[config.mk]
export PLATFORM = sky130hd
export DESIGN_NAME = titles_overlay_engine
export DESIGN_NICKNAME = d
export VERILOG_FILES = /design/src/rtl/titles_pkg.sv /design/src/rtl/title_hit_detect.sv /design/src/rtl/titles_overlay_engine.sv
export SDC_FILE = /design/constraint.sdc
export NUM_CORES = 1
export LEC_CHECK = 0
export BUFFER_PORTS_ARGS = -buffer_cell sky130_fd_sc_hd__buf_2
export CORE_MARGIN = 3
export CORE_UTILIZATION = 26
export CTS_CLUSTER_DIAMETER = 30
export DETAILED_ROUTE_END_ITERATION = 10
export SYNTH_ARGS = -nofsm -noshare
export SYNTH_HDL_FRONTEND = slang
export SYNTH_SLANG_ARGS = --single-unit
[constraint.sdc]
create_clock -name clk -period 4.4 [get_ports clk]
set_input_delay 0.88 -clock clk [delete_from_list [all_inputs] [get_ports clk]]
set_output_delay 0.88 -clock clk [all_outputs]
set_load 0.05 [all_outputs]
[src/rtl/titles_pkg.sv]
// Shared definitions for the titles overlay engine:
// mode encodings, coordinate width and the default transparent colour.
package titles_pkg;

    localparam int COORD_W = 11;
    localparam logic [7:0] TRANSPARENT_DEF = 8'hFF;

    typedef enum logic [1:0] {
        MODE_ALWAYS  = 2'b00,
        MODE_PLAY    = 2'b01,
        MODE_NONPLAY = 2'b10,
        MODE_BLINK   = 2'b11
    } mode_e;

    function automatic logic mode_enable(
        input mode_e m,
        input logic  play,
        input logic  phase
    );
        logic en;
        en = 1'b0;
        unique case (m)
            MODE_ALWAYS:  en = 1'b1;
            MODE_PLAY:    en = play;
            MODE_NONPLAY: en = ~play;
            MODE_BLINK:   en = ~play & ~phase;
        endcase
        return en;
    endfunction

endpackage

[src/rtl/title_hit_detect.sv]
// Box compare for one title channel plus the glyph offsets of the
// current pixel relative to the channel origin.
module title_hit_detect
    import titles_pkg::*;
#(
    parameter int TITLE_W = 128,
    parameter int TITLE_H = 16,
    parameter int OX_W    = 7,
    parameter int OY_W    = 4
) (
    input  logic [COORD_W-1:0] i_pixel_x,
    input  logic [COORD_W-1:0] i_pixel_y,
    input  logic [COORD_W-1:0] i_origin_x,
    input  logic [COORD_W-1:0] i_origin_y,
    output logic               o_hit,
    output logic [OX_W-1:0]    o_off_x,
    output logic [OY_W-1:0]    o_off_y
);

    // One extra bit so boxes whose origin is near 2047 never wrap.
    logic [COORD_W:0] w_px;
    logic [COORD_W:0] w_py;
    logic [COORD_W:0] w_x0;
    logic [COORD_W:0] w_y0;
    logic [COORD_W:0] w_x1;
    logic [COORD_W:0] w_y1;
    logic [COORD_W-1:0] w_dx;
    logic [COORD_W-1:0] w_dy;
    logic w_in_x;
    logic w_in_y;

    assign w_px = {1'b0, i_pixel_x};
    assign w_py = {1'b0, i_pixel_y};
    assign w_x0 = {1'b0, i_origin_x};
    assign w_y0 = {1'b0, i_origin_y};
    assign w_x1 = w_x0 + (COORD_W+1)'(TITLE_W);
    assign w_y1 = w_y0 + (COORD_W+1)'(TITLE_H);

    assign w_in_x = (w_px >= w_x0) && (w_px < w_x1);
    assign w_in_y = (w_py >= w_y0) && (w_py < w_y1);
    assign o_hit  = w_in_x & w_in_y;

    assign w_dx = i_pixel_x - i_origin_x;
    assign w_dy = i_pixel_y - i_origin_y;

    assign o_off_x = w_dx[OX_W-1:0];
    assign o_off_y = w_dy[OY_W-1:0];

endmodule

[src/rtl/titles_overlay_engine.sv]
// Multi-channel title overlay: priority box hit, external glyph ROM
// lookup and play/blink visibility, three-clock fixed latency.
module titles_overlay_engine
    import titles_pkg::*;
#(
    parameter int         NUM_TITLES   = 4,
    parameter int         TITLE_W      = 128,
    parameter int         TITLE_H      = 16,
    parameter int         BLINK_FRAMES = 30,
    parameter logic [7:0] TRANSPARENT  = TRANSPARENT_DEF,
    localparam int        OX_W  = (TITLE_W > 1) ? $clog2(TITLE_W) : 1,
    localparam int        OY_W  = (TITLE_H > 1) ? $clog2(TITLE_H) : 1,
    localparam int        CNT_W = $clog2(BLINK_FRAMES)
) (
    input  logic                          clk,
    input  logic                          resetN,
    input  logic                          startOfFrame,
    input  logic                          gameEnded,
    input  logic                          standBy,
    input  logic [COORD_W-1:0]            pixelX,
    input  logic [COORD_W-1:0]            pixelY,
    input  logic [NUM_TITLES*COORD_W-1:0] cfgTopLeftX,
    input  logic [NUM_TITLES*COORD_W-1:0] cfgTopLeftY,
    input  logic [NUM_TITLES*2-1:0]       cfgMode,
    output logic [2:0]                    romTitleIdx,
    output logic [OX_W-1:0]               romOffsetX,
    output logic [OY_W-1:0]               romOffsetY,
    input  logic [7:0]                    romRGB,
    output logic                          titlesDR,
    output logic [7:0]                    titlesRGB
);

    logic             r_play;
    logic [CNT_W-1:0] r_cnt;
    logic             r_phase;

    logic             r_hit1;
    logic             r_hit2;
    logic [2:0]       r_idx;
    logic [OX_W-1:0]  r_offx;
    logic [OY_W-1:0]  r_offy;
    logic             r_dr;
    logic [7:0]       r_rgb;

    logic                  w_play_game;
    logic [NUM_TITLES-1:0] w_hit;
    logic [NUM_TITLES-1:0] w_en;
    logic [OX_W-1:0]       w_offx [NUM_TITLES];
    logic [OY_W-1:0]       w_offy [NUM_TITLES];
    logic                  w_any;
    logic [2:0]            w_sel;
    logic [OX_W-1:0]       w_selx;
    logic [OY_W-1:0]       w_sely;
    logic                  w_opaque;

    assign w_play_game = ~(gameEnded | standBy);

    for (genvar i = 0; i < NUM_TITLES; i++) begin : g_ch
        title_hit_detect #(
            .TITLE_W (TITLE_W),
            .TITLE_H (TITLE_H),
            .OX_W    (OX_W),
            .OY_W    (OY_W)
        ) u_hit (
            .i_pixel_x  (pixelX),
            .i_pixel_y  (pixelY),
            .i_origin_x (cfgTopLeftX[i*COORD_W +: COORD_W]),
            .i_origin_y (cfgTopLeftY[i*COORD_W +: COORD_W]),
            .o_hit      (w_hit[i]),
            .o_off_x    (w_offx[i]),
            .o_off_y    (w_offy[i])
        );

        assign w_en[i] = w_hit[i] &
            mode_enable(mode_e'(cfgMode[i*2 +: 2]), r_play, r_phase);
    end

    // Walk from the highest index down so the lowest enabled one wins.
    always_comb begin
        w_any  = 1'b0;
        w_sel  = '0;
        w_selx = '0;
        w_sely = '0;
        for (int i = NUM_TITLES - 1; i >= 0; i--) begin
            if (w_en[i]) begin
                w_any  = 1'b1;
                w_sel  = 3'(i);
                w_selx = w_offx[i];
                w_sely = w_offy[i];
            end
        end
    end

    // A 1->0 play edge is seen while r_play is still 1, so blinking
    // restarts from a cleared counter and visible phase.
    always_ff @(posedge clk) begin
        if (!resetN) begin
            r_play  <= 1'b0;
            r_cnt   <= '0;
            r_phase <= 1'b0;
        end else begin
            if (startOfFrame) begin
                r_play <= w_play_game;
            end
            if (r_play) begin
                r_cnt   <= '0;
                r_phase <= 1'b0;
            end else if (startOfFrame) begin
                if (r_cnt == CNT_W'(BLINK_FRAMES - 1)) begin
                    r_cnt   <= '0;
                    r_phase <= ~r_phase;
                end else begin
                    r_cnt <= r_cnt + 1'b1;
                end
            end
        end
    end

    assign w_opaque = (romRGB != TRANSPARENT);

    always_ff @(posedge clk) begin
        if (!resetN) begin
            r_hit1 <= 1'b0;
            r_hit2 <= 1'b0;
            r_idx  <= '0;
            r_offx <= '0;
            r_offy <= '0;
            r_dr   <= 1'b0;
            r_rgb  <= 8'h00;
        end else begin
            r_hit1 <= w_any;
            if (w_any) begin
                r_idx  <= w_sel;
                r_offx <= w_selx;
                r_offy <= w_sely;
            end
            r_hit2 <= r_hit1;
            r_dr   <= r_hit2 & w_opaque;
            r_rgb  <= (r_hit2 & w_opaque) ? romRGB : 8'h00;
        end
    end

    assign romTitleIdx = r_idx;
    assign romOffsetX  = r_offx;
    assign romOffsetY  = r_offy;
    assign titlesDR    = r_dr;
    assign titlesRGB   = r_rgb;

endmodule

# After elaboration in Yosys (flattened, before gate mapping)
# Index checks and enable logic that the tools add are counted.
dict set report word_totals {
  wordCells 108
  input_bits 131
  out_inout_bits 23
  regBits 32
}
dict set report op_classes {
  n_lt_le_gt_ge 16
  addsub 17
  bitwise_logic 15
  eq_ne 14
  muxes 21
  reduce_logical 15
}
# cell n
set ops {}
lappend ops {{< comparator 11 x 12 -> 1 bit} 8}
lappend ops {{greater-or-equal comparator 11 bit} 8}
lappend ops {{adder 11 x 5 -> 12 bit, second input constant} 4}
lappend ops {{adder 11 x 8 -> 12 bit, second input constant} 4}
lappend ops {{two-way mux 7 bit} 4}
lappend ops {{subtractor 7 bit} 4}
lappend ops {{equality test 2 bit, second input constant} 8}
lappend ops {{two-way mux 4 bit} 4}
lappend ops {{one-hot mux 1 bit (4 select lines)} 4}
lappend ops {{subtractor 4 bit} 4}
lappend ops {{bitwise AND 1 bit} 10}
lappend ops {{two-way mux 3 bit} 3}
lappend ops {{equality test 2 x 1 -> 1 bit, second input constant} 4}
lappend ops {{logical AND 1 bit} 8}
lappend ops {{logical NOT 2 bit} 4}
lappend ops {{inequality test 8 bit, second input constant} 1}
lappend ops {{adder 5 x 1 -> 5 bit, second input constant} 1}
lappend ops {{equality test 5 bit, second input constant} 1}
lappend ops {{two-way mux 5 bit} 1}
lappend ops {{two-way mux 1 bit} 4}
lappend ops {{inverter 1 bit} 4}
lappend ops {{AND reduction 2 bit} 2}
lappend ops {{two-way mux 2 bit} 1}
lappend ops {{OR reduction 2 bit} 1}
lappend ops {{bitwise OR 1 bit} 1}

# Longest topological paths before layout
# Gate-level depths: netlist of run 1.
dict set report depth {
  depth_word 9
  mapped_depth 13
  ltp_nobuf 12
}

# By module
# A second synthesis of run 1 with hierarchy kept.
dict set report unflattened {
  hier_cells 787
  area_unflattened_um2 6248.5
}
# module seq_area_each_um2 n_inst area_per_inst_um2 cells_each
set by_module_without_submodules {}
lappend by_module_without_submodules {{title_hit_detect (g_ch[1].u_hit ...)} 0.0 2 1149.9 150}
lappend by_module_without_submodules {titles_overlay_engine 620.6 1 1560.2 173}
lappend by_module_without_submodules {{title_hit_detect (g_ch[3].u_hit)} 0.0 1 1203.7 158}
lappend by_module_without_submodules {{title_hit_detect (g_ch[0].u_hit)} 0.0 1 1184.9 156}

# Worst setup path after synthesis of run 1
# Ideal clock, no wire load.
dict set report synth_path {
  path_type {input port to flip-flop}
  startpoint {in cfgTopLeftY[40]}
  endpoint {reg r_offy[3], in the netlist romOffsetY[3]}
  setup_time_ns 0.142
  n_path_buf 1
  arrival_time_ns 3.425
  setup_slack_ns 0.833
  stages 13
  required_ns 4.258
  cell_sequence {inv_1 -> nor3_1 -> xnor2_1 -> ha_1 -> a21o_1 -> a21oi_1 -> nand4_1 -> a2111oi_2 -> and3_1 -> buf_4 -> mux2_2 -> a31oi_1 -> a221oi_1}
}
dict set report synth_between {
  elab_chain_cells 9
  elab_cells_between_ends 14
  cone_classes {add/sub: 1; order compare: 2; mux: 8; bitwise: 2; reduce/logical: 1}
}
# item line_no
set synth_rtl {}
lappend synth_rtl {{start, declared} titles_overlay_engine.sv:23} ;# input logic [NUM_TITLES*COORD_W-1:0] cfgTopLeftY,
lappend synth_rtl {{adder 11 x 5 -> 12 bit} title_hit_detect.sv:37} ;# assign w_y1 = w_y0 + (COORD_W+1)'(TITLE_H);
lappend synth_rtl {{< comparator 11 x 12 -> 1 bit} title_hit_detect.sv:40} ;# assign w_in_y = (w_py >= w_y0) && (w_py < w_y1);
lappend synth_rtl {{logical AND 1 bit (*)} title_hit_detect.sv:40}
lappend synth_rtl {{bitwise AND 1 bit (*)} title_hit_detect.sv:41} ;# assign o_hit = w_in_x & w_in_y;
lappend synth_rtl {{bitwise AND 1 bit (*)} titles_overlay_engine.sv:74} ;# assign w_en[i] = w_hit[i] &
lappend synth_rtl {{two-way mux 4 bit or two-way mux 1 bit (tied branches) (4 in a row)} titles_overlay_engine.sv:85} ;# if (w_en[i]) begin
lappend synth_rtl {{end signal, assigned} titles_overlay_engine.sv:135} ;# r_offy <= w_sely;
lappend synth_rtl {{end, declared} titles_overlay_engine.sv:41} ;# logic [OY_W-1:0] r_offy;
# Mark *: on every way between the ends. The rest lies on a longest branch, timed or not.
# A chain may end at the register's enable or synchronous reset.

# Final worst setup path of run 1
dict set report layout_path {
  startpoint {in cfgTopLeftX[18]}
  endpoint {reg r_offx[2], in the netlist romOffsetX[2]}
}
dict set report layout_between {
  elab_chain_cells 7
  elab_cells_between_ends 10
  cone_classes {add/sub: 1; order compare: 2; mux: 4; bitwise: 2; reduce/logical: 1}
}
# item line_no
set layout_rtl {}
lappend layout_rtl {{start, declared} titles_overlay_engine.sv:22} ;# input logic [NUM_TITLES*COORD_W-1:0] cfgTopLeftX,
lappend layout_rtl {{adder 11 x 8 -> 12 bit} title_hit_detect.sv:36} ;# assign w_x1 = w_x0 + (COORD_W+1)'(TITLE_W);
lappend layout_rtl {{< comparator 11 x 12 -> 1 bit} title_hit_detect.sv:39} ;# assign w_in_x = (w_px >= w_x0) && (w_px < w_x1);
lappend layout_rtl {{logical AND 1 bit (*)} title_hit_detect.sv:39}
lappend layout_rtl {{bitwise AND 1 bit (*)} title_hit_detect.sv:41}
lappend layout_rtl {{bitwise AND 1 bit (*)} titles_overlay_engine.sv:74}
lappend layout_rtl {{two-way mux 7 bit or two-way mux 1 bit (tied branches) (2 in a row)} titles_overlay_engine.sv:85}
lappend layout_rtl {{end signal, assigned} titles_overlay_engine.sv:134} ;# r_offx <= w_selx;
lappend layout_rtl {{end, declared} titles_overlay_engine.sv:40} ;# logic [OX_W-1:0] r_offx;
# Marked as above.

==> metrics.txt, run 1 <==
CP startpoint kind=primary input; Worst R2R Setup Slack=1500 ps; Slew Viols, Final=0; routed wire length per instance=16.2 um; pin count of the biggest net entering global routing=29; Synth Cell Area=6090 um2; Via Count=6,096; top post-synthesis cells by area=ha_1, dfxtp_1, inv_1; Setup crit end=romOffsetX[2]$_SDFFE_PN0P_; main flop type after synthesis=dfxtp_1; postcts setup bufs=0; Root Driver=clkbuf_16; first-pass GRT wire length=31,300 um; leading area contributor after synthesis=ha_1; YS warnings=0; Layout Area Growth over Synthesis=21.1%; max-cap violations=0; vias per cell=4.91; leakage power=3.79 nW; TNS Setup=0 ps; Placed Area=7200 um2; RD Place Congestion=0.884; GRT Residual Overflow=0; # DRC=0; proportion of layout cells with a drive suffix above 1=18.9%; Slew headroom=44.8%; Power Density=210 nW/um2; Worst EP required=4560 ps; CP arrival=4050 ps; Die H=159 um; most common cell after layout, fill and taps aside=buf_2; sequential area share after synthesis=10.2%; synthesized instance count=775; vias in the first global route=5,873; fin cells=1,241; num rows=55; Final setup viols=0; Antenna Nets Post-Route=0; number of synthesized register bits=31; commonest cells after routing, fill and taps aside=buf_2, ha_1, inv_1, a21oi_1; Hold Buf Count CTS=0; initial antenna violation count=2; VDD IR-drop max=0.135 mV; Detailed Place HPWL=17,400 um; number of synthesized flops with an enable pin=0; final instance area=7380 um2; count of distinct cell types in the synthesized netlist=71; WHS=465 ps; syn avg cell area=7.86 um2; Nets=1,207; Final Hold Fails=0; GRT Total Usage=15.3%; RSZ-0062 raised after global routing=no; Starting DRT DRC Count=292; fin crit period=3900 ps; CP max FO=28; Slew @ Worst Pin=822 ps; Max Buffers Root-to-Sink=2; R2R depth=8; crit path from=cfgTopLeftX[18]; Fmax=257 MHz; TritonCTS Buffers=5; Setup crit end kind=flop; Critical R2R Capture=romOffsetX[2]$_SDFFE_PN0P_; DRT Pass-1 Iters=5; H-tree depth=2; die area=25,300 um2; top cell type's share of synthesized area=29.2%; Worst Clk Skew=1.26 ps; Starting Density=26.7%; RR Startpoint=r_play$_SDFFE_PN0P_; CP Class=in -> reg; clock sinks=31; Reg clk slew, reported paths=50 ps; HP Class=reg -> reg; final wirelength=20,100 um; die width=159 um; final period utilization=88.5%; Port Buf Inserts=152; CTS tree=yes; Gates resized, CTS repair=0; Placed Instances=1,232; syn_nets=1,056; status=completed; post-layout util=32.3%; fraction of registers with async set/reset=0%; FILL cells=2,513; hold path start=r_hit1$_SDFF_PN0_; worst skew pair latency=270 ps; core area=22,800 um2; Ports=154
-- worst min-delay path by stage --
| stage | end | slack [ps] | cells after the start |
|---|---|---|---|
| after floorplan | r_hit2$_SDFF_PN0_ | 410 | 1 |
| after global placement | r_hit2$_SDFF_PN0_ | 460 | 1 |
| after detailed placement | r_hit2$_SDFF_PN0_ | 440 | 1 |
| after CTS | r_hit2$_SDFF_PN0_ | 460 | 1 |
| after global routing | r_hit2$_SDFF_PN0_ | 500 | 1 |
| final | r_hit2$_SDFF_PN0_ | 460 | 1 |
-- routing by layer --
layer  wire (um)  vias up  GRT usage [%]
met4         198        2           2.35
li1            -     3109              -
met1        9360     2779           21.1
met3        1320       13           2.81
met5          13        -              0
met2        9200      193           25.4
-- per-stage QoR --
stage               worst slack (ps)  power, W
finish                           505   0.00155
global placement                 355   0.00114
detailed placement               291   0.00115
CTS                              592   0.00156
floorplan                        833  0.000869
global route                     371   0.00166
-- where the power goes --
part | switching (W) | internal [W] | leakage [nW]
Sequential | 0.0000163 | 0.000303 | 0.252
Combinational | 0.000492 | 0.000333 | 3.45
Clock | 0.000122 | 0.000281 | 0.0869
-- critical path, stage by stage --
cell and delay, ps:
buf_2 130, ha_1 240, xnor2_1 140, ha_1 290
nand3_1 90, a32oi_1 90, a2111oi_0 620, o21ai_0 180
or4_1 490, buf_4 240, o211ai_1 310, o311a_1 290
a211oi_2 60
-- cell usage after synthesis, types with 3 or more instances --
library cell,n
a31oi_1,13
a2111oi_0,6
ha_1,142
dfxtp_1,31
a211oi_1,10
o221ai_1,4
xnor2_1,40
nor2b_1,16
and2_1,12
a21boi_0,4
o31ai_1,5
and3_1,14
o2111ai_1,4
nand2_1,27
a221o_1,3
o21a_1,16
xor2_1,9
o21ai_1,7
nand2b_1,9
buf_6,3
a21o_1,22
nor2_1,40
o31a_1,4
mux2i_1,6
inv_1,111
nand3_1,31
clkbuf_1,6
a21oi_1,49
o211a_1,3
fa_1,8
nand4_1,15
nor3_1,12
a32oi_1,3
o211ai_1,5
a211o_1,4
o21ai_0,36
-- final cells by class --
cell class | instances | area [um2] | share of cell area (%)
Tap cell | 313 | 392 | 5.31
Sequential cell | 31 | 621 | 8.41
Inverter | 112 | 420 | 5.70
Clock inverter | 2 | 35.0 | 0.475
Multi-Input combinational cell | 619 | 4970 | 67.4
Antenna cell | 1 | 2.50 | 0.0339
Timing Repair Buffer | 157 | 798 | 10.8
Clock buffer | 6 | 139 | 1.88
-- sequential cells by signal, indices dropped and copies added (netlist names), 2 cells and up --
signal / cells
r_cnt: 5
romOffsetX: 7
romOffsetY: 4
romTitleIdx: 2
titlesRGB: 8
-- logic make-up (layout without fill, tap and decap cells) --
| logic type | after synthesis | in the layout | synth area share [%] |
|---|---|---|---|
| AOI/OAI and AO/OA | 217 | 217 | 24.3 |
| xor gates and xnor gates | 49 | 49 | 7.05 |
| adders and majority gates | 150 | 150 | 31.8 |
| and+or+nand+nor | 195 | 195 | 17.2 |
| other | 1 | 2 | 0.0616 |
| buffers and inverters | 125 | 277 | 8.24 |
| DFF | 31 | 31 | 10.2 |
| muxes | 7 | 7 | 1.17 |
No activity file was read; power rests on OpenSTA's default activity.
==> run 2: changes to the inputs <==
- CTS_BUF_LIST: unset -> sky130_fd_sc_hd__clkbuf_8
==> metrics.txt, run 2 (same netlist as run 1, synthesis figures left out) <==
final period utilization=88.7% (was 88.5%); fin crit period=3900 ps (about the same); first-pass GRT wire length=31,300 um (about the same); Starting Density=26.7% (unchanged); Root Driver=clkbuf_8 (was clkbuf_16); FILL cells=2,517 (was 2,513); pin count of the biggest net entering global routing=29 (unchanged); Critical R2R Capture=romOffsetX[2]$_SDFFE_PN0P_ (unchanged); die area=25,300 um2 (unchanged); TritonCTS Buffers=5 (unchanged); DP Worst Slack=291 ps (unchanged); Placed Area=7200 um2 (unchanged); Starting DRT DRC Count=279 (was 292); CTS tree=yes (unchanged); Antenna Nets Post-Route=0 (unchanged); max-cap violations=0 (unchanged); Slew headroom=45.0% (was 44.8%); Nets=1,207 (unchanged); CP arrival=4070 ps (was 4050 ps); # DRC=0 (unchanged); vias in the first global route=5,859 (was 5,873); VDD IR-drop max=0.0942 mV (was 0.135 mV); RSZ-0062 raised after global routing=no (unchanged); GRT Total Usage=15.3% (about the same); routed wire length per instance=16.2 um (about the same); hold depth=1 (unchanged); Final Hold Fails=0 (unchanged); GRT Residual Overflow=0 (unchanged); fin cells=1,241 (unchanged); leakage power=3.76 nW (was 3.79 nW); core area=22,800 um2 (unchanged); Worst R2R Setup Slack=1470 ps (was 1500 ps); final wirelength=20,100 um (about the same); Layout Area Growth over Synthesis=20.2% (was 21.1%); Largest register FFs=8 (unchanged); Power Density=197 nW/um2 (was 210 nW/um2); CP Class=in -> reg (unchanged); Ports=154 (unchanged); RD Place Congestion=0.884 (unchanged); most common cell after layout, fill and taps aside=buf_2 (unchanged); H-tree depth=2 (unchanged); Final WS setup=495 ps (was 505 ps); initial antenna violation count=2 (unchanged); Port Buf Inserts=152 (unchanged); Fmax=256 MHz (was 257 MHz); Final setup viols=0 (unchanged); hold path start=r_hit1$_SDFF_PN0_ (unchanged); TNS Setup=0 ps (unchanged); Slew Viols, Final=0 (unchanged); Detailed Place HPWL=17,400 um (unchanged); commonest cells after routing, fill and taps aside=buf_2, ha_1, inv_1, a21oi_1 (unchanged); proportion of layout cells with a drive suffix above 1=18.9% (unchanged); final instance area=7320 um2 (was 7380 um2); DRT Pass-1 Iters=4 (was 5); Slew @ Worst Pin=820 ps (was 822 ps); Max Buffers Root-to-Sink=2 (unchanged); Worst EP required=4570 ps (was 4560 ps); Reg clk slew, reported paths=70 ps (was 50 ps); num rows=55 (unchanged); clock sinks=31 (unchanged); crit path from=cfgTopLeftX[18] (unchanged); Setup crit end kind=flop (unchanged); RR Startpoint=r_play$_SDFFE_PN0P_ (unchanged); die width=159 um (unchanged); Via Count=6,075 (was 6,096); worst skew pair latency=290 ps (was 270 ps); HP Class=reg -> reg (unchanged); status=completed (unchanged); Placed Instances=1,232 (unchanged); Worst Clk Skew=7.15 ps (was 1.26 ps); CP max FO=28 (unchanged); Hold Buf Count CTS=0 (unchanged); R2R depth=8 (unchanged); CP startpoint kind=primary input (unchanged); vias per cell=4.90 (was 4.91); Worst Hold End=r_hit2$_SDFF_PN0_ (unchanged); Die H=159 um (unchanged); Gates resized, CTS repair=0 (unchanged); postcts setup bufs=0 (unchanged)
## run 2: changes by cell type in the layout (fill, tap and decap cells not counted)
| cell | change |
|---|---|
| clkbuf_16 | -5 |
| clkbuf_8 | +5 |
## run 2: how the worst max path moves through the flow
stage | endpoint | slack [ps] | depth (start not counted)
global placement | romOffsetX[6]$_SDFFE_PN0P_ | 350 | 13
floorplan | romOffsetY[3]$_SDFFE_PN0P_ | 830 | 13
CTS | romOffsetX[2]$_SDFFE_PN0P_ | 610 | 13
finish | romOffsetX[2]$_SDFFE_PN0P_ | 500 | 13
detailed placement | romOffsetX[2]$_SDFFE_PN0P_ | 290 | 13
global route | romOffsetX[2]$_SDFFE_PN0P_ | 380 | 11
## run 2: per-layer routing
layer / vias to the layer above / global-route usage [%] / wire (um)
li1: 3106 / - / -
met3: 11 / 2.81 / 1270
met4: 2 / 2.03 / 187
met2: 179 / 25.4 / 9210
met1: 2777 / 21.1 / 9380
met5: - / 0 / 13
## run 2: cell type report
class	instances	area [um2]	share of cell area, %
multi-input combinational	619	4970	67.9
inverter	112	420	5.74
tap	313	392	5.35
clock buffer	6	82.6	1.13
sequential	31	621	8.48
timing repair buffer	157	798	10.9
clock inverter	2	35.0	0.479
antenna	1	2.50	0.0342
## run 2: worst max-delay path, stage by stage
cell       delay, ps
buf_2            130
ha_1             240
xnor2_1          140
ha_1             290
nand3_1           90
a32oi_1           90
a2111oi_0        640
o21ai_0          180
or4_1            490
buf_4            240
o211ai_1         310
o311a_1          290
a211oi_2          60
## run 2: through the flow
step | hold WS (ps) | power, W | utilization, %
after global placement | 456 | 0.00114 | 31.5
after global routing | 498 | 0.00155 | 32.0
after CTS | 467 | 0.00145 | 32.0
final | 471 | 0.00144 | 32.0
after detailed placement | 442 | 0.00115 | 31.5
after floorplan | 412 | 0.000869 | -
## run 2: where the power goes
part           internal (W)  switching (W)
registers          0.000303      0.0000167
logic              0.000333       0.000491
clock network      0.000183       0.000112
total              0.000819       0.000620
